**src/rtl/multdiv_pkg.sv**
```systemverilog
// Shared widths, FSM state encoding and op select for the iterative mult/div unit.
package multdiv_pkg;
    localparam int WIDTH = 32;
    localparam int CNT_W = 5;

    typedef enum logic [1:0] {
        IDLE = 2'd0,
        RUN  = 2'd1,
        FIX  = 2'd2,
        DONE = 2'd3
    } state_t;

    localparam logic OP_MULT = 1'b0;
    localparam logic OP_DIV  = 1'b1;
endpackage

```
**src/rtl/multdiv_seq_if.sv**
```systemverilog
// Request/result bundle between the control unit (master) and the mult/div unit (slave).
interface multdiv_seq_if;
    import multdiv_pkg::*;

    logic             start;
    logic             MultOrDiv;
    logic [WIDTH-1:0] A;
    logic [WIDTH-1:0] B;
    logic             busy;
    logic             done;
    logic             ErroDiv;
    logic [WIDTH-1:0] Hi;
    logic [WIDTH-1:0] Lo;

    modport master (output start, MultOrDiv, A, B,
                    input  busy, done, ErroDiv, Hi, Lo);
    modport slave  (input  start, MultOrDiv, A, B,
                    output busy, done, ErroDiv, Hi, Lo);
endinterface

```
**src/rtl/multdiv_dp.sv**
```systemverilog
// Booth multiply / restoring divide working registers and Hi/Lo; one iteration per step.
// No handshake of its own: load/step/fix are sequenced by multdiv_seq.
module multdiv_dp
    import multdiv_pkg::*;
(
    input  logic             clk,
    input  logic             reset,
    input  logic             i_load,
    input  logic             i_step,
    input  logic             i_fix,
    input  logic             i_op,
    input  logic [WIDTH-1:0] i_a,
    input  logic [WIDTH-1:0] i_b,
    output logic [WIDTH-1:0] o_hi,
    output logic [WIDTH-1:0] o_lo
);
    logic             r_op;
    logic [WIDTH:0]   r_m;
    logic [WIDTH:0]   r_acc;
    logic [WIDTH-1:0] r_q;
    logic             r_qm1;
    logic             r_neg_q;
    logic             r_neg_r;
    logic [WIDTH-1:0] r_hi;
    logic [WIDTH-1:0] r_lo;

    logic [WIDTH-1:0] w_abs_a;
    logic [WIDTH-1:0] w_abs_b;
    logic [WIDTH:0]   w_booth_sum;
    logic [WIDTH:0]   w_div_shift;
    logic [WIDTH:0]   w_div_trial;

    // |-2^31| wraps to 0x80000000, which is the correct unsigned magnitude
    assign w_abs_a = i_a[WIDTH-1] ? -i_a : i_a;
    assign w_abs_b = i_b[WIDTH-1] ? -i_b : i_b;

    always_comb begin
        w_booth_sum = r_acc;
        case ({r_q[0], r_qm1})
            2'b01:   w_booth_sum = r_acc + r_m;
            2'b10:   w_booth_sum = r_acc - r_m;
            default: w_booth_sum = r_acc;
        endcase
    end

    assign w_div_shift = {r_acc[WIDTH-1:0], r_q[WIDTH-1]};
    assign w_div_trial = w_div_shift - r_m;

    always_ff @(posedge clk or negedge reset) begin
        if (!reset) begin
            r_op    <= OP_MULT;
            r_m     <= '0;
            r_acc   <= '0;
            r_q     <= '0;
            r_qm1   <= 1'b0;
            r_neg_q <= 1'b0;
            r_neg_r <= 1'b0;
            r_hi    <= '0;
            r_lo    <= '0;
        end else begin
            if (i_load) begin
                r_op  <= i_op;
                r_acc <= '0;
                r_qm1 <= 1'b0;
                if (i_op == OP_MULT) begin
                    r_m     <= {i_a[WIDTH-1], i_a};
                    r_q     <= i_b;
                    r_neg_q <= 1'b0;
                    r_neg_r <= 1'b0;
                end else begin
                    r_m     <= {1'b0, w_abs_b};
                    r_q     <= w_abs_a;
                    r_neg_q <= i_a[WIDTH-1] ^ i_b[WIDTH-1];
                    r_neg_r <= i_a[WIDTH-1];
                end
            end else if (i_step) begin
                if (r_op == OP_MULT) begin
                    r_acc <= {w_booth_sum[WIDTH], w_booth_sum[WIDTH:1]};
                    r_q   <= {w_booth_sum[0], r_q[WIDTH-1:1]};
                    r_qm1 <= r_q[0];
                end else if (w_div_trial[WIDTH]) begin
                    r_acc <= w_div_shift;
                    r_q   <= {r_q[WIDTH-2:0], 1'b0};
                end else begin
                    r_acc <= w_div_trial;
                    r_q   <= {r_q[WIDTH-2:0], 1'b1};
                end
            end

            if (i_fix) begin
                if (r_op == OP_MULT) begin
                    r_hi <= r_acc[WIDTH-1:0];
                    r_lo <= r_q;
                end else begin
                    r_hi <= r_neg_r ? -r_acc[WIDTH-1:0] : r_acc[WIDTH-1:0];
                    r_lo <= r_neg_q ? -r_q : r_q;
                end
            end
        end
    end

    assign o_hi = r_hi;
    assign o_lo = r_lo;
endmodule

```
**src/rtl/multdiv_seq.sv**
```systemverilog
// Sequencer for the signed mult/div unit: done 33 edges after start (next cycle on div-by-zero).
// No backpressure; start is only honoured in IDLE and otherwise dropped.
module multdiv_seq
    import multdiv_pkg::*;
(
    input  logic          clk,
    input  logic          reset,
    multdiv_seq_if.slave  bus
);
    state_t           r_state;
    logic [CNT_W-1:0] r_cnt;
    logic             r_err;
    logic             r_busy;
    logic             r_done;
    logic             r_errodiv;

    logic             w_div_zero;
    logic             w_load;
    logic             w_step;
    logic             w_fix;
    logic [WIDTH-1:0] w_hi;
    logic [WIDTH-1:0] w_lo;

    assign w_div_zero = (bus.MultOrDiv == OP_DIV) && (bus.B == '0);
    assign w_load     = (r_state == IDLE) && bus.start && !w_div_zero;
    assign w_step     = (r_state == RUN);
    assign w_fix      = (r_state == FIX);

    always_ff @(posedge clk or negedge reset) begin
        if (!reset) begin
            r_state   <= IDLE;
            r_cnt     <= '0;
            r_err     <= 1'b0;
            r_busy    <= 1'b0;
            r_done    <= 1'b0;
            r_errodiv <= 1'b0;
        end else begin
            r_done    <= 1'b0;
            r_errodiv <= 1'b0;
            case (r_state)
                IDLE: begin
                    if (bus.start) begin
                        if (w_div_zero) begin
                            // Divide-by-zero skips the iterations and leaves Hi/Lo untouched
                            r_state   <= DONE;
                            r_err     <= 1'b1;
                            r_done    <= 1'b1;
                            r_errodiv <= 1'b1;
                        end else begin
                            r_state <= RUN;
                            r_cnt   <= '0;
                            r_err   <= 1'b0;
                            r_busy  <= 1'b1;
                        end
                    end
                end
                RUN: begin
                    r_cnt <= r_cnt + 1'b1;
                    if (r_cnt == CNT_W'(WIDTH - 1))
                        r_state <= FIX;
                end
                FIX: begin
                    r_state   <= DONE;
                    r_busy    <= 1'b0;
                    r_done    <= 1'b1;
                    r_errodiv <= r_err;
                end
                DONE: begin
                    r_state <= IDLE;
                end
                default: r_state <= IDLE;
            endcase
        end
    end

    multdiv_dp u_dp (
        .clk    (clk),
        .reset  (reset),
        .i_load (w_load),
        .i_step (w_step),
        .i_fix  (w_fix),
        .i_op   (bus.MultOrDiv),
        .i_a    (bus.A),
        .i_b    (bus.B),
        .o_hi   (w_hi),
        .o_lo   (w_lo)
    );

    assign bus.busy    = r_busy;
    assign bus.done    = r_done;
    assign bus.ErroDiv = r_errodiv;
    assign bus.Hi      = w_hi;
    assign bus.Lo      = w_lo;
endmodule

```
**src/flat_wrapper.sv**
```systemverilog
// flat-port wrapper written by rule: the top's interface ports become plain ports
module multdiv_seq_flat import multdiv_pkg::*;
  (clk, reset, bus_start, bus_MultOrDiv, bus_A, bus_B, bus_busy, bus_done, bus_ErroDiv, bus_Hi, bus_Lo);
  multdiv_seq_if bus_i ();
  input  logic clk;
  input  logic reset;
  input wire logic [$bits(bus_i.start)-1:0] bus_start;
  input wire logic [$bits(bus_i.MultOrDiv)-1:0] bus_MultOrDiv;
  input wire logic [$bits(bus_i.A)-1:0] bus_A;
  input wire logic [$bits(bus_i.B)-1:0] bus_B;
  output wire logic [$bits(bus_i.busy)-1:0] bus_busy;
  output wire logic [$bits(bus_i.done)-1:0] bus_done;
  output wire logic [$bits(bus_i.ErroDiv)-1:0] bus_ErroDiv;
  output wire logic [$bits(bus_i.Hi)-1:0] bus_Hi;
  output wire logic [$bits(bus_i.Lo)-1:0] bus_Lo;
  assign bus_i.start = bus_start;
  assign bus_i.MultOrDiv = bus_MultOrDiv;
  assign bus_i.A = bus_A;
  assign bus_i.B = bus_B;
  assign bus_busy = bus_i.busy;
  assign bus_done = bus_i.done;
  assign bus_ErroDiv = bus_i.ErroDiv;
  assign bus_Hi = bus_i.Hi;
  assign bus_Lo = bus_i.Lo;
  multdiv_seq u_core (.clk(clk), .reset(reset), .bus(bus_i));
endmodule
```
**config.mk**
```make
export PLATFORM = sky130hd
export DESIGN_NAME = multdiv_seq_flat
export DESIGN_NICKNAME = d
export VERILOG_FILES = /design/src/rtl/multdiv_pkg.sv /design/src/rtl/multdiv_seq_if.sv /design/src/rtl/multdiv_dp.sv /design/src/rtl/multdiv_seq.sv /design/src/flat_wrapper.sv
export SDC_FILE = /design/constraint.sdc
export NUM_CORES = 1
export LEC_CHECK = 0
export BUFFER_PORTS_ARGS = -buffer_cell sky130_fd_sc_hd__buf_2
export CORE_MARGIN = 2
export CORE_UTILIZATION = 35
export DETAILED_ROUTE_END_ITERATION = 7
export HOLD_SLACK_MARGIN = 0.05
export SYNTH_ARGS = -nofsm -noshare
export SYNTH_HDL_FRONTEND = slang
export SYNTH_SLANG_ARGS = --single-unit
export TNS_END_PERCENT = 30
```
**constraint.sdc**
```tcl
create_clock -name clk -period 5.1 [get_ports clk]
set_input_delay 1.02 -clock clk [delete_from_list [all_inputs] [get_ports clk]]
set_output_delay 1.02 -clock clk [all_outputs]
set_load 0.005 [all_outputs]
```
==> results of run 1 <==
-- power by group --
| part | total (mW) | internal, mW | switching [mW] | leakage, nW |
|---|---|---|---|---|
| Clock | 1.37 | 0.748 | 0.624 | 0.285 |
| Combinational | 9.98 | 3.92 | 6.06 | 4.90 |
| Sequential | 2.92 | 2.08 | 0.841 | 2.12 |
-- what timing repair did --
item                                   in CTS  in global routing
buffers inserted                            0                  2
endpoints found under the hold margin       0                  0
setup endpoints to repair                   0                  1
hold buffers                                0                  0
-- Yosys cell counts, drive strengths merged (15+ instances only) --
cell    instances
nand2         225
a21oi         187
o21ai         184
dfrtp         177
nor2          157
xnor2         105
clkbuf         98
xor2           95
o211ai         91
ha             75
inv            68
mux2i          41
nor3           37
a21o           33
o31ai          31
a31oi          27
nand3          25
nand2b         21
nor4           20
and3           18
or4            17
buf            15
-- layer usage --
| layer | part of all wire, % | global-route usage (%) |
|---|---|---|
| met1 | 47 | 33.6 |
| met2 | 44 | 35.2 |
| met3 | 6.8 | 4.26 |
| met4 | 1.5 | 5.22 |
| met5 | 0.099 | 0 |
-- sequential cells by signal (all words and copies together), names as in the netlist --
signal               cells
u_core.u_dp.r_acc       33
u_core.u_dp.r_m         33
u_core.u_dp.o_hi        32
u_core.u_dp.o_lo        32
u_core.u_dp.r_q         32
u_core.r_cnt             5
u_core.r_state           2
u_core.bus.ErroDiv       1
u_core.bus.busy          1
u_core.bus.done          1
u_core.r_err             1
u_core.u_dp.r_neg_q      1
u_core.u_dp.r_neg_r      1
u_core.u_dp.r_op         1
u_core.u_dp.r_qm1        1
-- final cells by class --
type / count / area, µm²
tap: 585 / 732
sequential: 177 / 4430
clock buffer: 20 / 447
timing repair buffer: 170 / 987
inverter: 69 / 259
clock inverter: 12 / 146
multi-input combinational: 1590 / 10300
fill: 4450 / 26000
antenna: 1 / 2.50
-- per-stage QoR --
step | cell area, µm² | total power [mW] | util [%]
after floorplan | 15400 | 9.70 | -
after global placement | 16700 | 12.7 | 38.6
after detailed placement | 16700 | 12.7 | 38.6
after CTS | 17300 | 14.2 | 40.0
after global routing | 17300 | 15.4 | 40.0
final | 17300 | 14.3 | 40.0
-- final timing paths --
| path | from | endpoint | slack, ps | cells past startpoint |
|---|---|---|---|---|
| setup / recovery | u_core.u_dp.r_m[1]$_DFFE_PN0P_ | u_core.u_dp.r_acc[31]$_DFFE_PN0P_ | 340 | 17 |
| hold / removal | u_core.r_err$_DFFE_PN0P_ | u_core.r_err$_DFFE_PN0P_ | 480 | 2 |
| setup reg to reg | u_core.u_dp.r_m[1]$_DFFE_PN0P_ | u_core.u_dp.r_acc[31]$_DFFE_PN0P_ | 340 | 17 |
| hold reg to reg | u_core.r_err$_DFFE_PN0P_ | u_core.r_err$_DFFE_PN0P_ | 480 | 2 |
| max in group asynchronous | reset | u_core.u_dp.r_op$_DFFE_PN0P_ | 3420 | 2 |
| min in group asynchronous | reset | u_core.bus.done$_DFF_PN0_ | 690 | 1 |
-- tightest hold or removal path, stage by stage (launching register included) --
cell and delay (ps):
dfrtp_1 350, nand2_1 50, nand2_1 50
-- logic make-up (layout without fill, tap and decap cells) --
kind of cell,count (synthesis),count (layout),share of synthesized area (%)
xor gates and xnor gates,200,200,11.4
buffers and inverters,182,271,4.46
other,0,1,0
muxes,54,54,3.62
DFF,177,177,28.8
adders and majority gates,77,77,6.35
AOI/OAI and AO/OA,667,667,27.4
and+or+nand+nor,592,592,18.0
==> results_dict.tcl, run 1 <==
set metrics [dict create \
    async_reset_ff_share_pct 100 \
    drt_pass1_iterations 5 \
    instances_no_fill 2624 \
    fp-row-count 76 \
    critical_path.slowest_cell "or3b_2" \
    rsz_0062_raised_after_global_routing "no" \
    drt.antenna.violating_nets 0 \
    place.detailed.hpwl_mm 40.6 \
    tritoncts_clock_tree "done" \
    clock_insertion_delay_worst_skew_ps 460 \
    worst-path-max-fanout 8 \
    antenna_found_initial 5 \
    power_density_nw_per_um2 825 \
    top_ports 135 \
    initial_core_utilization_pct 35.6 \
    worst_path_dominant_cell_family "simple AND/OR/NAND/NOR gates" \
    synth-seq-cells 177 \
    timing.setup.tns_ps 0 \
    leakagePower_nw 7.31 \
    ys.flop_type "dfrtp_1" \
    postRouteWirelength_mm 52.7 \
    core_area_um2 43300 \
    clock_tree.root_cell "clkbuf_16" \
    leading_cell_type_in_the_layout_fill_and_taps_excluded "nand2_1" \
    critical_path_required_time_ps 5450 \
    max_buffers_root_to_sink 2 \
    synthesis.yosys.warnings 0 \
    syn_nets 2094 \
    design.die.area_um2 45700 \
    routabilityCongestion 0.953 \
    slew_headroom_pct 29.5 \
    worst-path-buf-inv 2 \
    via_count 15100 \
    synthesis.area_per_instance_um2 7.90 \
    arrival_ps 5110 \
    run_status "finished clean" \
    crit_path_max_incr_delay_ps 530 \
    synth_cell_type_count 78 \
    synth_area_um2 15400 \
    finalWorstPathRequiredPeriod_ps 4760 \
    htreeDepth 4 \
    clock_sink_total 177 \
    layout.cells.most_common_list "nand2_1, a21oi_1, o21ai_0, dfrtp_1, nor2_1" \
    number_of_global_route_vias_before_repair 13800 \
    timing.final.crit_share_pct 93.4 \
    timing_worst_setup_path_type "reg -> reg" \
    tightest_slew_ps 1060 \
    synth_cells 1949 \
    crit_chain "inv_1 > ha_1 > or3b_2 > nor4_4 > buf_4 > and2_1 > nor2_1 > xnor2_1 > ha_1 > a21oi_1 > o211ai_1 > a21oi_1 > o21ai_0 > o211a_1 > nor4b_2 > mux2i_1 > a32o_1" \
    drive_above_1_share_pct 12.1 \
    die_height_um 214 \
    synthToLayoutAreaGrowth_pct 12.4 \
    worst_clock_skew_ps 20.2 \
    buffers_on_ports 134 \
    critPathLaunchType "flip-flop" \
    grt.overflow.total 0 \
    cts_repair_resize_count 0 \
    holdCritPathClass "reg -> reg" \
    final_nets 2170 \
    fmax_mhz 210 \
    cts.clk_slew.worst_paths_ps 80 \
    grt_first_pass_wirelength_mm 81.2 \
    report.final.slew_viol_count 0 \
    end_kind "flip-flop" \
    max-cap-violations 0 \
    synth_top_cells_by_area "dfrtp_1, ha_1, a21oi_1" \
    hold_ws_ps 482 \
    tritoncts.num_buffers 17 \
    share_of_the_synthesized_area_in_the_top_cell_type_pct 28.8 \
    synth-seq-area-share_pct 28.8 \
    grt.total_usage_pct 23.0 \
    power.ir.vdd_worst_mv 0.309 \
    grt_max_degree 114 \
    remaining_drc_errors 0 \
    synth-edff-count 0 \
    drt_iter0_drc 1414 \
    setup_viol 0 \
    detailedPlace.worstSlack_ps 445 \
    post_detailed_route_via_to_cell_ratio 5.74 \
    worst_slack_ps 338 \
    routed_wire_length_per_instance_um 20.1 \
    chipWidth_um 214 \
    finalHoldViolCount 0 \
    place_inst 2589 \
    synth_area_leader_cell "dfrtp_1" \
]
No activity file was read; power rests on OpenSTA's default activity.
==> inputs of run 2 (changes only) <==
--- a/config.mk
+++ b/config.mk
@@ -10,6 +10,7 @@
 export CORE_UTILIZATION = 35
 export DETAILED_ROUTE_END_ITERATION = 7
 export HOLD_SLACK_MARGIN = 0.05
+export MAX_ROUTING_LAYER = met4
 export SYNTH_ARGS = -nofsm -noshare
 export SYNTH_HDL_FRONTEND = slang
 export SYNTH_SLANG_ARGS = --single-unit
==> run 2 against run 1 <==
Effect of this change:
- worst setup slack gained 140 ps
- fmax rose by 3.0%
- worst hold slack improved by 6.4 ps
- sequential share of layout area about the same
- clock power barely moved
==> results_dict.tcl, run 2 (same netlist as run 1, synthesis figures left out) <==
set metrics [dict create \
    run_status "finished clean" \
    layout.cells.most_common_list "nand2_1, a21oi_1, o21ai_0, dfrtp_1, nor2_1" \
    internal_power_mw 6.67 \
    fp-row-count 76 \
    leakagePower_nw 7.28 \
    drt_pass1_iterations 6 \
    clock_tree.root_cell "clkbuf_16" \
    post_dp_cell_area_um2 16700 \
    timing.setup.tns_ps 0 \
    worst-path-max-fanout 7 \
    report.final.slew_viol_count 0 \
    grt_first_pass_wirelength_mm 79.9 \
    clock_insertion_delay_worst_skew_ps 480 \
    max_buffers_root_to_sink 2 \
    number_of_global_route_vias_before_repair 13800 \
    p_sw_share_pct 52.8 \
    worst_path_dominant_cell_family "simple AND/OR/NAND/NOR gates" \
    critical_path.slowest_cell "or4_1" \
    max-cap-violations 0 \
    drive_above_1_share_pct 12.0 \
    tritoncts.num_buffers 17 \
    end_kind "flip-flop" \
    post_detailed_route_via_to_cell_ratio 5.74 \
    chipWidth_um 214 \
    critPathLaunchType "flip-flop" \
    setup_viol 0 \
    grt.total_usage_pct 23.5 \
    p_sw_mw 7.45 \
    routabilityCongestion 0.950 \
    finalWorstPathRequiredPeriod_ps 4620 \
    drt_iter0_drc 1414 \
    synthToLayoutAreaGrowth_pct 12.2 \
    finish.utilization_pct 39.9 \
    clkPwrFrac_pct 9.7 \
    tritoncts_clock_tree "done" \
    design_power_total_mw 14.1 \
    worst-path-buf-inv 1 \
    clock_sink_total 177 \
    instances_no_fill 2625 \
    cts.clk_slew.worst_paths_ps 80 \
    finalHoldViolCount 0 \
    critical_path_required_time_ps 5470 \
    tightest_slew_ps 1060 \
    power_density_nw_per_um2 817 \
    fmax_mhz 216 \
    core_area_um2 43300 \
    timing.final.crit_share_pct 90.6 \
    layout.cell_area.non_filler_um2 17300 \
    grt_max_degree 114 \
    post_cts_hold_buffer_count 0 \
    hold_ws_ps 489 \
    final_nets 2166 \
    antenna_found_initial 6 \
    slew_headroom_pct 29.2 \
    buffers_on_ports 134 \
    seq_power_share_pct 20.8 \
    arrival_ps 4990 \
    die_height_um 214 \
    cts_repair_resize_count 0 \
    leading_cell_type_in_the_layout_fill_and_taps_excluded "nand2_1" \
    grt.overflow.total 0 \
    remaining_drc_errors 0 \
    crit_path_max_incr_delay_ps 580 \
    design.die.area_um2 45700 \
    combinational_share_of_power_pct 69.5 \
    largest_registers "u_core.u_dp.r_acc x33, u_core.u_dp.r_m x33" \
    worst_slack_ps 479 \
    place.detailed.hpwl_mm 40.2 \
    power.ir.vdd_worst_mv 0.333 \
    detailedPlace.worstSlack_ps 486 \
    place_inst 2587 \
    drt.antenna.violating_nets 0 \
    htreeDepth 4 \
    routed_wire_length_per_instance_um 19.9 \
    postRouteWirelength_mm 52.1 \
    initial_core_utilization_pct 35.6 \
    postCtsSetupBuffers 0 \
    top_ports 135 \
    crit_chain "inv_1 > ha_1 > or3b_2 > nor4_4 > a21oi_1 > xnor2_1 > ha_1 > o21ai_0 > nor2_1 > or4_1 > and3_1 > o211a_1 > nor4b_2 > mux2i_1 > a32o_1" \
    timing_worst_setup_path_type "reg -> reg" \
    worst_clock_skew_ps 19.2 \
    holdCritPathClass "reg -> reg" \
    via_count 15100 \
    most_common_cell_on_crit_path "ha_1" \
    rsz_0062_raised_after_global_routing "no" \
]
==> run 2: cell types whose count changed in the layout (fill, tap and decap cells not counted), sizes merged <==
cell | before | now
bufinv | 2 | 1
inv | 73 | 75
clkinvlp | 2 | 3
clkbuf | 20 | 17
buf | 170 | 166
clkinv | 4 | 5
diode | 1 | 6
==> run 2: layout make-up <==
type | count | area, µm²
Antenna cell | 6 | 15.0
Clock buffer | 17 | 425
Clock inverter | 15 | 166
Fill cell | 4479 | 26000
Inverter | 69 | 259
Multi-Input combinational cell | 1590 | 10300
Sequential cell | 177 | 4430
Tap cell | 585 | 732
Timing Repair Buffer | 166 | 945
==> run 2: layer usage <==
metal | GRT usage (%) | vias up | wire [µm]
met5 | - | - | 0
li1 | - | 7232 | -
met4 | 5.87 | 0 | 775
met1 | 33.3 | 7261 | 24500
met3 | 3.62 | 43 | 3770
met2 | 34.8 | 536 | 23100
==> run 2: final timing paths <==
check | from | end | slack [ps] | cells past startpoint
max in group asynchronous | reset | u_core.u_dp.r_m[15]$_DFFE_PN0P_ | 3430 | 2
setup / recovery | u_core.u_dp.r_m[1]$_DFFE_PN0P_ | u_core.u_dp.r_acc[31]$_DFFE_PN0P_ | 480 | 15
min in group asynchronous | reset | u_core.bus.done$_DFF_PN0_ | 680 | 1
hold / removal | u_core.r_err$_DFFE_PN0P_ | u_core.bus.ErroDiv$_DFF_PN0_ | 490 | 2
setup reg to reg | u_core.u_dp.r_m[1]$_DFFE_PN0P_ | u_core.u_dp.r_acc[31]$_DFFE_PN0P_ | 480 | 15
hold reg to reg | u_core.r_err$_DFFE_PN0P_ | u_core.bus.ErroDiv$_DFF_PN0_ | 490 | 2
==> run 2: power by group through the flow <==
stage	clock (mW)	sequential, mW	combinational, mW
after floorplan	0	2.64	7.06
after global placement	0	2.92	9.62
after detailed placement	0	2.94	9.66
after CTS	1.40	2.92	9.71
after global routing	1.45	3.04	10.8
final	1.37	2.94	9.81
==> run 2: worst min-delay path: stages (launching register included) <==
cell	delay [ps]
dfrtp_1	360
nand2_1	60
nand2_1	50
==> inputs of run 3 (changes only) <==
--- a/config.mk
+++ b/config.mk
@@ -7,7 +7,7 @@
 export LEC_CHECK = 0
 export BUFFER_PORTS_ARGS = -buffer_cell sky130_fd_sc_hd__buf_2
 export CORE_MARGIN = 2
-export CORE_UTILIZATION = 35
+export CORE_UTILIZATION = 45
 export DETAILED_ROUTE_END_ITERATION = 7
 export HOLD_SLACK_MARGIN = 0.05
 export MAX_ROUTING_LAYER = met4
==> run 3 against run 2 <==
Effect of this change:
- combinational power hardly changed
- via count hardly changed
- sequential share of layout area is 0.20 points higher
- critical endpoint unchanged
- die area is 22% lower
- highest routed layer unchanged
- wire length is 0.44% lower
- fmax is 1.7% lower
- clock skew is 2.3 ps lower
- worst hold slack better by 0.59 ps
- register-to-register slack worse by 80 ps
- critical path depth is 1 higher
==> results_dict.tcl, run 3 (same netlist as run 1, synthesis figures left out) <==
set metrics [dict create \
    clkPwrFrac_pct 9.4 \
    clock_insertion_delay_worst_skew_ps 460 \
    finalWorstPathRequiredPeriod_ps 4700 \
    remaining_drc_errors 0 \
    cts.clk_slew.worst_paths_ps 80 \
    p_sw_share_pct 52.7 \
    clock_tree.root_cell "clkbuf_16" \
    end_kind "flip-flop" \
    leakagePower_nw 7.31 \
    critPathLaunch "u_core.u_dp.r_m[1]$_DFFE_PN0P_" \
    buffers_on_ports 134 \
    critical_path.slowest_cell "or3b_2" \
    internal_power_mw 6.79 \
    clock_sink_total 177 \
    routed_wire_length_per_instance_um 20.8 \
    tightest_slew_ps 1060 \
    drive_above_1_share_pct 12.1 \
    core_area_um2 33600 \
    r2r_start "u_core.u_dp.r_m[1]$_DFFE_PN0P_" \
    routabilityCongestion 1.01 \
    design.die.area_um2 35700 \
    top_ports 135 \
    design_power_total_mw 14.4 \
    p_sw_mw 7.56 \
    antenna_found_initial 6 \
    cts_repair_resize_count 0 \
    worst_clock_skew_ps 16.8 \
    crit_path_max_incr_delay_ps 530 \
    critPathLaunchType "flip-flop" \
    drt.antenna.violating_nets 0 \
    fp-row-count 67 \
    run_status "finished clean" \
    rsz_0062_raised_after_global_routing "no" \
    initial_core_utilization_pct 45.8 \
    number_of_global_route_vias_before_repair 13800 \
    leading_cell_type_in_the_layout_fill_and_taps_excluded "nand2_1" \
    timing.final.crit_share_pct 92.1 \
    crit_chain "inv_1 > ha_1 > or3b_2 > nor4_4 > and2_1 > nor2_1 > xnor2_1 > ha_1 > a21oi_1 > o211ai_1 > a21oi_1 > o21ai_0 > o211a_1 > nor4b_2 > mux2i_1 > a32o_1" \
    post_cts_hold_buffer_count 0 \
    max_buffers_root_to_sink 2 \
    via_count 15100 \
    worst_setup_path_endpoint "u_core.u_dp.r_acc[31]$_DFFE_PN0P_" \
    post_detailed_route_via_to_cell_ratio 6.05 \
    htreeDepth 4 \
    rr_endpoint "u_core.u_dp.r_acc[31]$_DFFE_PN0P_" \
    layout.cells.most_common_list "nand2_1, a21oi_1, o21ai_0, dfrtp_1, nor2_1" \
    power_density_nw_per_um2 837 \
    worst-path-max-fanout 8 \
    report.final.slew_viol_count 0 \
    final_nets 2170 \
    fmax_mhz 213 \
    grt_max_degree 114 \
    holdCritPathClass "reg -> reg" \
    grt.overflow.total 0 \
    grt.total_usage_pct 29.8 \
    largest_registers "u_core.u_dp.r_acc x33, u_core.u_dp.r_m x33" \
    timing.setup.tns_ps 0 \
    combinational_share_of_power_pct 69.8 \
    grt_first_pass_wirelength_mm 80.5 \
    place.detailed.hpwl_mm 40.3 \
    drt_iter0_drc 1461 \
    drt_pass1_iterations 6 \
    rrSetupSlack_ps 400 \
    slew_headroom_pct 27.8 \
    arrival_ps 5050 \
    postCtsSetupBuffers 0 \
    die_height_um 189 \
    seq_power_share_pct 20.8 \
    timing_worst_setup_path_type "reg -> reg" \
    postRouteWirelength_mm 51.9 \
    worst-r2r-cell-count 16 \
    critical_path_required_time_ps 5450 \
    synthToLayoutAreaGrowth_pct 11.4 \
    finalHoldViolCount 0 \
    power.ir.vdd_worst_mv 0.494 \
    tritoncts.num_buffers 17 \
    max-cap-violations 0 \
    setup_viol 0 \
    tritoncts_clock_tree "done" \
    chipWidth_um 189 \
]
==> run 3: power groups by stage <==
stage / registers [mW] / logic (mW) / clock network (mW)
after floorplan: 2.64 / 7.06 / 0
after global placement: 2.95 / 9.79 / 0
after detailed placement: 2.97 / 9.80 / 0
after CTS: 2.95 / 9.85 / 1.37
after global routing: 3.07 / 11.0 / 1.42
final: 2.98 / 10.0 / 1.35
==> run 3: metrics by stage <==
stage	util [%]	std cells	hold WS (ps)	setup WS [ps]	area, µm²
2_1_floorplan	-	1949	442	926	15400
3_3_place_gp	49.2	2454	462	614	16500
3_5_place_dp	49.2	2454	464	538	16500
4_1_cts	51.0	2485	489	507	17100
5_1_grt	51.0	2491	516	82.9	17100
6_report	51.0	2491	489	401	17100
==> run 3: area by class of cell <==
class | count | area [µm²]
Antenna cell | 6 | 15.0
Clock buffer | 20 | 457
Clock inverter | 11 | 129
Timing Repair Buffer | 170 | 990
Multi-Input combinational cell | 1590 | 10300
Fill cell | 3309 | 16500
Inverter | 69 | 259
Tap cell | 448 | 561
Sequential cell | 177 | 4430
==> run 3: layer usage <==
layer | share of wire, % | global-route usage [%] | up-vias
li1 | - | - | 7205
met1 | 50 | 44.9 | 7240
met2 | 41 | 41.6 | 575
met3 | 7.2 | 3.95 | 48
met4 | 1.7 | 7.72 | 0
met5 | 0 | - | -
==> run 3: how the worst min path moves through the flow <==
stage                     slack (ps)                      endpoint  cells past startpoint                      from
after detailed placement         460  u_core.bus.ErroDiv$_DFF_PN0_                      2  u_core.r_err$_DFFE_PN0P_
after global placement           460  u_core.bus.ErroDiv$_DFF_PN0_                      2  u_core.r_err$_DFFE_PN0P_
after CTS                        490  u_core.bus.ErroDiv$_DFF_PN0_                      2  u_core.r_err$_DFFE_PN0P_
after global routing             520      u_core.r_err$_DFFE_PN0P_                      2  u_core.r_err$_DFFE_PN0P_
after floorplan                  440  u_core.bus.ErroDiv$_DFF_PN0_                      2  u_core.r_err$_DFFE_PN0P_
final                            490      u_core.r_err$_DFFE_PN0P_                      2  u_core.r_err$_DFFE_PN0P_
==> run 3: worst max-delay path: cells and delay by family, from the launching register on <==
kind / cells / cell delay [ps]
AND/OR/NAND/NOR: 5 / 1630
adder cells (fa/ha/maj): 2 / 630
buffers and inverters: 1 / 190
flip-flops: 1 / 380
multiplexers: 1 / 130
XOR/XNOR: 1 / 210
AO/OA/AOI/OAI: 6 / 1410
